--- src/rtl/dmem_arbiter.sv ---
// Round-robin arbiter between a CPU load/store port and a word-write loader onto one data RAM.
// Latency: ack two cycles after the request is sampled in IDLE; one access per three cycles.
// Backpressure: requesters hold req until their ack; requests are only sampled while IDLE.
module dmem_arbiter #(
    parameter int ADDRESS_WIDTH = 12,
    parameter int DATA_WIDTH    = 32
) (
    input  logic                     clk,
    input  logic                     rst,
    input  logic                     cpu_req,
    input  logic                     cpu_we,
    input  logic                     cpu_ww,
    input  logic                     cpu_rb,
    input  logic [ADDRESS_WIDTH-1:0] cpu_addr,
    input  logic [DATA_WIDTH-1:0]    cpu_wdata,
    output logic                     cpu_ack,
    input  logic                     ldr_req,
    input  logic [ADDRESS_WIDTH-1:0] ldr_addr,
    input  logic [DATA_WIDTH-1:0]    ldr_wdata,
    output logic                     ldr_ack,
    output logic [DATA_WIDTH-1:0]    rdata,
    output logic                     err,
    output logic                     ram_we,
    output logic                     ram_ww,
    output logic                     ram_rb,
    output logic [ADDRESS_WIDTH-1:0] ram_a,
    output logic [DATA_WIDTH-1:0]    ram_wd,
    input  logic [DATA_WIDTH-1:0]    ram_rd,
    output logic                     busy
);

    typedef enum logic [1:0] {
        IDLE   = 2'd0,
        ACCESS = 2'd1,
        DONE   = 2'd2
    } state_t;

    state_t                   state;
    logic                     last_grant;   // 1: loader was granted last
    logic                     cmd_we;
    logic                     cmd_ww;
    logic                     cmd_rb;
    logic                     cmd_owner;    // 1: loader owns the access
    logic [ADDRESS_WIDTH-1:0] cmd_addr;
    logic [DATA_WIDTH-1:0]    cmd_wdata;

    logic grant_ldr;
    logic misaligned;
    logic in_access;

    // Loader wins when alone, or on a tie when the CPU had the previous grant.
    assign grant_ldr  = ldr_req && (!cpu_req || !last_grant);
    // Word writes and word reads must be 4-byte aligned; byte accesses may sit anywhere.
    assign misaligned = (cmd_addr[1:0] != 2'b00) && (cmd_we ? cmd_ww : !cmd_rb);
    assign in_access  = (state == ACCESS);

    assign busy   = (state != IDLE);
    assign ram_we = in_access && cmd_we && !misaligned && !rst;
    assign ram_ww = in_access ? cmd_ww : 1'b0;
    assign ram_rb = in_access ? cmd_rb : 1'b0;
    assign ram_a  = in_access ? cmd_addr : '0;
    assign ram_wd = in_access ? cmd_wdata : '0;

    always_ff @(posedge clk) begin
        if (rst) begin
            state      <= IDLE;
            last_grant <= 1'b1;
            cmd_we     <= 1'b0;
            cmd_ww     <= 1'b0;
            cmd_rb     <= 1'b0;
            cmd_owner  <= 1'b0;
            cmd_addr   <= '0;
            cmd_wdata  <= '0;
            cpu_ack    <= 1'b0;
            ldr_ack    <= 1'b0;
            err        <= 1'b0;
            rdata      <= '0;
        end else begin
            cpu_ack <= 1'b0;
            ldr_ack <= 1'b0;
            err     <= 1'b0;
            case (state)
                IDLE: begin
                    if (cpu_req || ldr_req) begin
                        state      <= ACCESS;
                        last_grant <= grant_ldr;
                        cmd_owner  <= grant_ldr;
                        if (grant_ldr) begin
                            cmd_we    <= 1'b1;
                            cmd_ww    <= 1'b1;
                            cmd_rb    <= 1'b0;
                            cmd_addr  <= ldr_addr;
                            cmd_wdata <= ldr_wdata;
                        end else begin
                            cmd_we    <= cpu_we;
                            cmd_ww    <= cpu_ww;
                            cmd_rb    <= cpu_rb;
                            cmd_addr  <= cpu_addr;
                            cmd_wdata <= cpu_wdata;
                        end
                    end
                end
                ACCESS: begin
                    state   <= DONE;
                    cpu_ack <= !cmd_owner;
                    ldr_ack <= cmd_owner;
                    err     <= misaligned;
                    if (!cmd_we) begin
                        if (misaligned)
                            rdata <= '0;
                        else if (cmd_rb)
                            rdata <= {{(DATA_WIDTH-8){1'b0}}, ram_rd[7:0]};
                        else
                            rdata <= ram_rd;
                    end
                end
                DONE: begin
                    state <= IDLE;
                end
                default: begin
                    state <= IDLE;
                end
            endcase
        end
    end

endmodule

--- config.mk ---
export PLATFORM = sky130hd
export DESIGN_NAME = dmem_arbiter
export DESIGN_NICKNAME = d
export VERILOG_FILES = /design/src/rtl/dmem_arbiter.sv
export SDC_FILE = /design/constraint.sdc
export NUM_CORES = 1
export LEC_CHECK = 0
export CAP_MARGIN = 25
export CORE_UTILIZATION = 40
export DETAILED_ROUTE_END_ITERATION = 10
export PLACE_DENSITY_LB_ADDON = 0.3
export REMOVE_ABC_BUFFERS = 1
export SLEW_MARGIN = 10
export SYNTH_ARGS = -nofsm -noshare
export SYNTH_HDL_FRONTEND = slang
export SYNTH_SLANG_ARGS = --single-unit
--- constraint.sdc ---
create_clock -name clk -period 1.38 [get_ports clk]
set_input_delay 0.207 -clock clk [delete_from_list [all_inputs] [get_ports clk]]
set_output_delay 0.207 -clock clk [all_outputs]
set_load 0.01 [all_outputs]
==> out/summary.md <==
The flow ran to the end, but the final reports show violations. The final reports fail on negative setup slack. The launch point of the worst hold path was rst. CTS saw 86 sinks.

Counting flops with an async set or reset pin after synthesis yields a share of 0%. The core region is 9420 µm². The area growth from synthesis to final layout was 86.5%.

The worst hold path was traced through 3 stages. The Yosys step of the flow raised 0 warnings. The critical path is of the reg2out type. Commonest register cell after synthesis: sky130_fd_sc_hd__dfxtp_1. Number of register bits inferred by synthesis: 86.

Summing every instance area after synthesis gives 3950 µm². The first routing iteration left 133 violations. The first global-routing pass estimated 21500 µm of wire. The number of antenna violations at the first check in global routing is 0, and the summed area of non-filler cells in the final layout is 7360 µm². The run gives 0.753 as the final weighted congestion in routability-driven placement. The detail-routed via count per cell is 5.40, and the average wire per cell in the routed design is 18.8 µm. Cell count after synthesis: 417.

The run gives -0.17 ns as the register-to-register setup slack. The iteration count of the initial detailed-routing pass came out at 4. The period utilization is 116%.

The tools report the CTS root buffer as sky130_fd_sc_hd__clkbuf_8. For this run, the number of standard cells in the final layout without fillers is 793. In this run the cell area measured after placement is 6230 µm². For hold timing, the worst endpoint is state[1]$_SDFFE_PP0P_. Input and output buffers added on the ports amount to 209. The mean area per synthesized cell was 9.47 µm². Adding up every negative setup slack in the final design gives -17.43 ns. The CTS clock-pin slew for the worst setup and hold paths came out at 0.09 ns.

The layout has 629 filler cells. The number of max-cap violations was 0; the register area share after synthesis was 43.6%. Entering global routing, the biggest net connects 31 pins. The tools report the placed instance count as 746.

For the hold violation count in the final report, the log shows 0. The die covers 10300 µm². At the worst endpoint, the arrival time is 1.39 ns. Derived from the worst setup path, the maximum achievable clock frequency is 626 MHz.

The tools report the via count of the routed design as 4284. The run gives 27.3% as the total global routing track utilization. Measured along the x axis, the die boundary spans 101 µm. The startpoint type of the worst setup path was a flip-flop.

For this design the ratio of total power to cell area is 936 nW/µm². 0 antenna diodes ended up in the layout. The logs give 0 for the number of pins with negative max-slew slack in the final report and 8950 µm for the half-perimeter wire length after placement.

Data on the critical path is required at its endpoint by 1.17 ns. The sum of routed wire length over all layers came out at 14900 µm. Setup violations remaining at the end of the flow were counted as 128.

Clock tree synthesis inserted a total of 9 buffers. The initial utilization of the core area, before any placement, comes to 41.9%. Clock latency on the worst-skew pair, taken at its later pin, is 0.36 ns. The worst setup path is captured at a primary output.

Measured in cells, the most critical reg-to-reg path has a length of 7. TritonCTS built the clock tree. The via count of the first global-routing pass came out at 4267.

The worst reg2reg path startpoint is state[1]$_SDFFE_PP0P_. The endpoint identified for the worst register-to-register timing path is rdata[11]$_SDFFE_PP0P_. The worst hold-check path type was in2reg. Setup skew after layout: 0.0111 ns.

After the last flow step, the layout net total stands at 786. After floorplanning, the core was divided into 35 placement rows. The hold-fix buffer count after cts is 0, and the final antenna-violating net count is 0. In the final layout, the multi-input gates occupy 2120 µm².

Cells with a size suffix above 1 make up 34.6% of the layout. Number of buffers on the longest clock path: 2. The flip-flop and latch area was 1730 µm²; the smallest setup slack after layout was -0.218 ns. Along the worst path, the maximum fanout reaches 8. The run gives 3 as the maximum level of the CTS H-tree.

Yosys mapped a number of flops with a built-in enable equal to 0. VDD sags by at most 0.668 mV. For this design the static power due to leakage is 3.13 nW. Setup repair after global routing could not meet its margin everywhere. The die outline height was 101 µm.

The global route total overflow was 0. In this run the tightest slew margin relative to its limit is 75.0%. For this run, design rule violations remaining after detail routing come to 0.

The transition time of the tightest slew-check pin came out at 0.375 ns. After synthesis, the netlist uses 33 different library cells. Counting I/O delays and the setup requirement, the final critical path takes 1.60 ns. Top-level port count: 210.
## per-stage QoR
stage | power [W] | util (%) | hold slack [ns] | worst slack [ns]
floorplan | 0.00355 | - | 0.275 | -2.32
global placement | 0.00451 | 66.2 | 0.458 | -0.295
detailed placement | 0.00454 | 66.2 | 0.456 | -0.337
CTS | 0.00674 | 76.2 | 0.176 | -0.290
global route | 0.00716 | 78.2 | 0.176 | -0.295
finish | 0.00689 | 78.2 | 0.188 | -0.218
## placed cells by master (no fill, tap or decap), types with 12 or more instances in the layout
| cell type | synthesis | final |
|---|---|---|
| sky130_fd_sc_hd__a21oi_2 | 0 | 14 |
| sky130_fd_sc_hd__dlygate4sd2_1 | 0 | 35 |
| sky130_fd_sc_hd__a311oi_2 | 23 | 28 |
| sky130_fd_sc_hd__buf_16 | 0 | 12 |
| sky130_fd_sc_hd__a21oi_1 | 46 | 32 |
| sky130_fd_sc_hd__buf_6 | 19 | 56 |
| sky130_fd_sc_hd__clkdlybuf4s50_1 | 0 | 125 |
| sky130_fd_sc_hd__buf_4 | 5 | 16 |
| sky130_fd_sc_hd__dfxtp_1 | 86 | 84 |
| sky130_fd_sc_hd__a22o_1 | 32 | 32 |
| sky130_fd_sc_hd__and2_4 | 0 | 42 |
| sky130_fd_sc_hd__a311oi_1 | 21 | 16 |
| sky130_fd_sc_hd__buf_12 | 0 | 16 |
| sky130_fd_sc_hd__nand2_1 | 91 | 91 |
## synthesized netlist by cell type (all sizes together), types with 2 or more instances
library cell,count,share of area (%)
o221a,2,0.57
a22o,32,7.1
a21oi,46,5.8
clkbuf,9,0.86
a311oi,44,13
nand2,91,8.7
nor3,2,0.25
inv,3,0.29
dfxtp,86,44
nor2,8,0.95
nor2b,2,0.51
and3,2,0.32
and2,45,7.1
o21ai,2,0.25
buf,32,7.4
## cell type report
class,count,share of cell area [%]
repair buffers,272,42.8
multi-input cells,287,28.8
flip-flops and latches,86,23.5
well taps,129,2.19
clock buffers,10,1.87
clock inverters,6,0.714
inverters,3,0.187
## state kept, by name, indices dropped and copies added (netlist names)
name,flops
cmd_wdata,32
rdata,32
cmd_addr,12
state,2
cmd_owner,1
cmd_rb,1
cmd_we,1
cmd_ww,1
cpu_ack,1
err,1
last_grant,1
ldr_ack,1
## worst max-delay path, stage by stage, from the launching register on
cell and delay, ns:
sky130_fd_sc_hd__dfxtp_4 0.37, sky130_fd_sc_hd__nor2b_4 0.15, sky130_fd_sc_hd__buf_12 0.16, sky130_fd_sc_hd__buf_8 0.13, sky130_fd_sc_hd__and2_4 0.14, sky130_fd_sc_hd__buf_6 0.09
## worst max path at each step
stage	startpoint	to	slack, ns	cells after the start
floorplan	state[0]$_SDFFE_PP0P_	cmd_we$_SDFFE_PP0P_	-2.32	4
global placement	state[0]$_SDFFE_PP0P_	ram_wd[0]	-0.29	4
detailed placement	cpu_req	cmd_wdata[7]$_SDFFE_PP0P_	-0.34	5
CTS	state[1]$_SDFFE_PP0P_	ram_wd[9]	-0.29	6
global route	state[0]$_SDFFE_PP0P_	ram_wd[0]	-0.30	5
finish	state[1]$_SDFFE_PP0P_	ram_wd[20]	-0.22	5
## logic make-up (layout without fill, tap and decap cells)
group,after synthesis,after routing,synth area share (%)
simple gates,155,155,18.9
flops,86,86,43.6
compound gates,132,132,29.0
buf+inv,44,291,8.49
## power by group
group / switching [W] / internal (W)
combinational: 0.000959 / 0.00137
clock: 0.000986 / 0.000729
sequential: 0.000141 / 0.00270
total: 0.00209 / 0.00480
## per-layer routing
metal / wire [µm] / global-route usage [%] / up-vias
met5: 0 / 0 / -
met4: 311 / 10.4 / 0
li1: - / - / 1986
met1: 5760 / 32.1 / 2021
met2: 7520 / 48.4 / 250
met3: 1310 / 6.28 / 27
## what timing repair did
item	CTS	global route
gates cloned	13	4
gates resized for setup	362	34
hold endpoints to repair	0	0
buffers inserted	17	1
pin swaps	61	14
setup endpoints to repair	150	129
No activity file was read; power rests on OpenSTA's default activity.
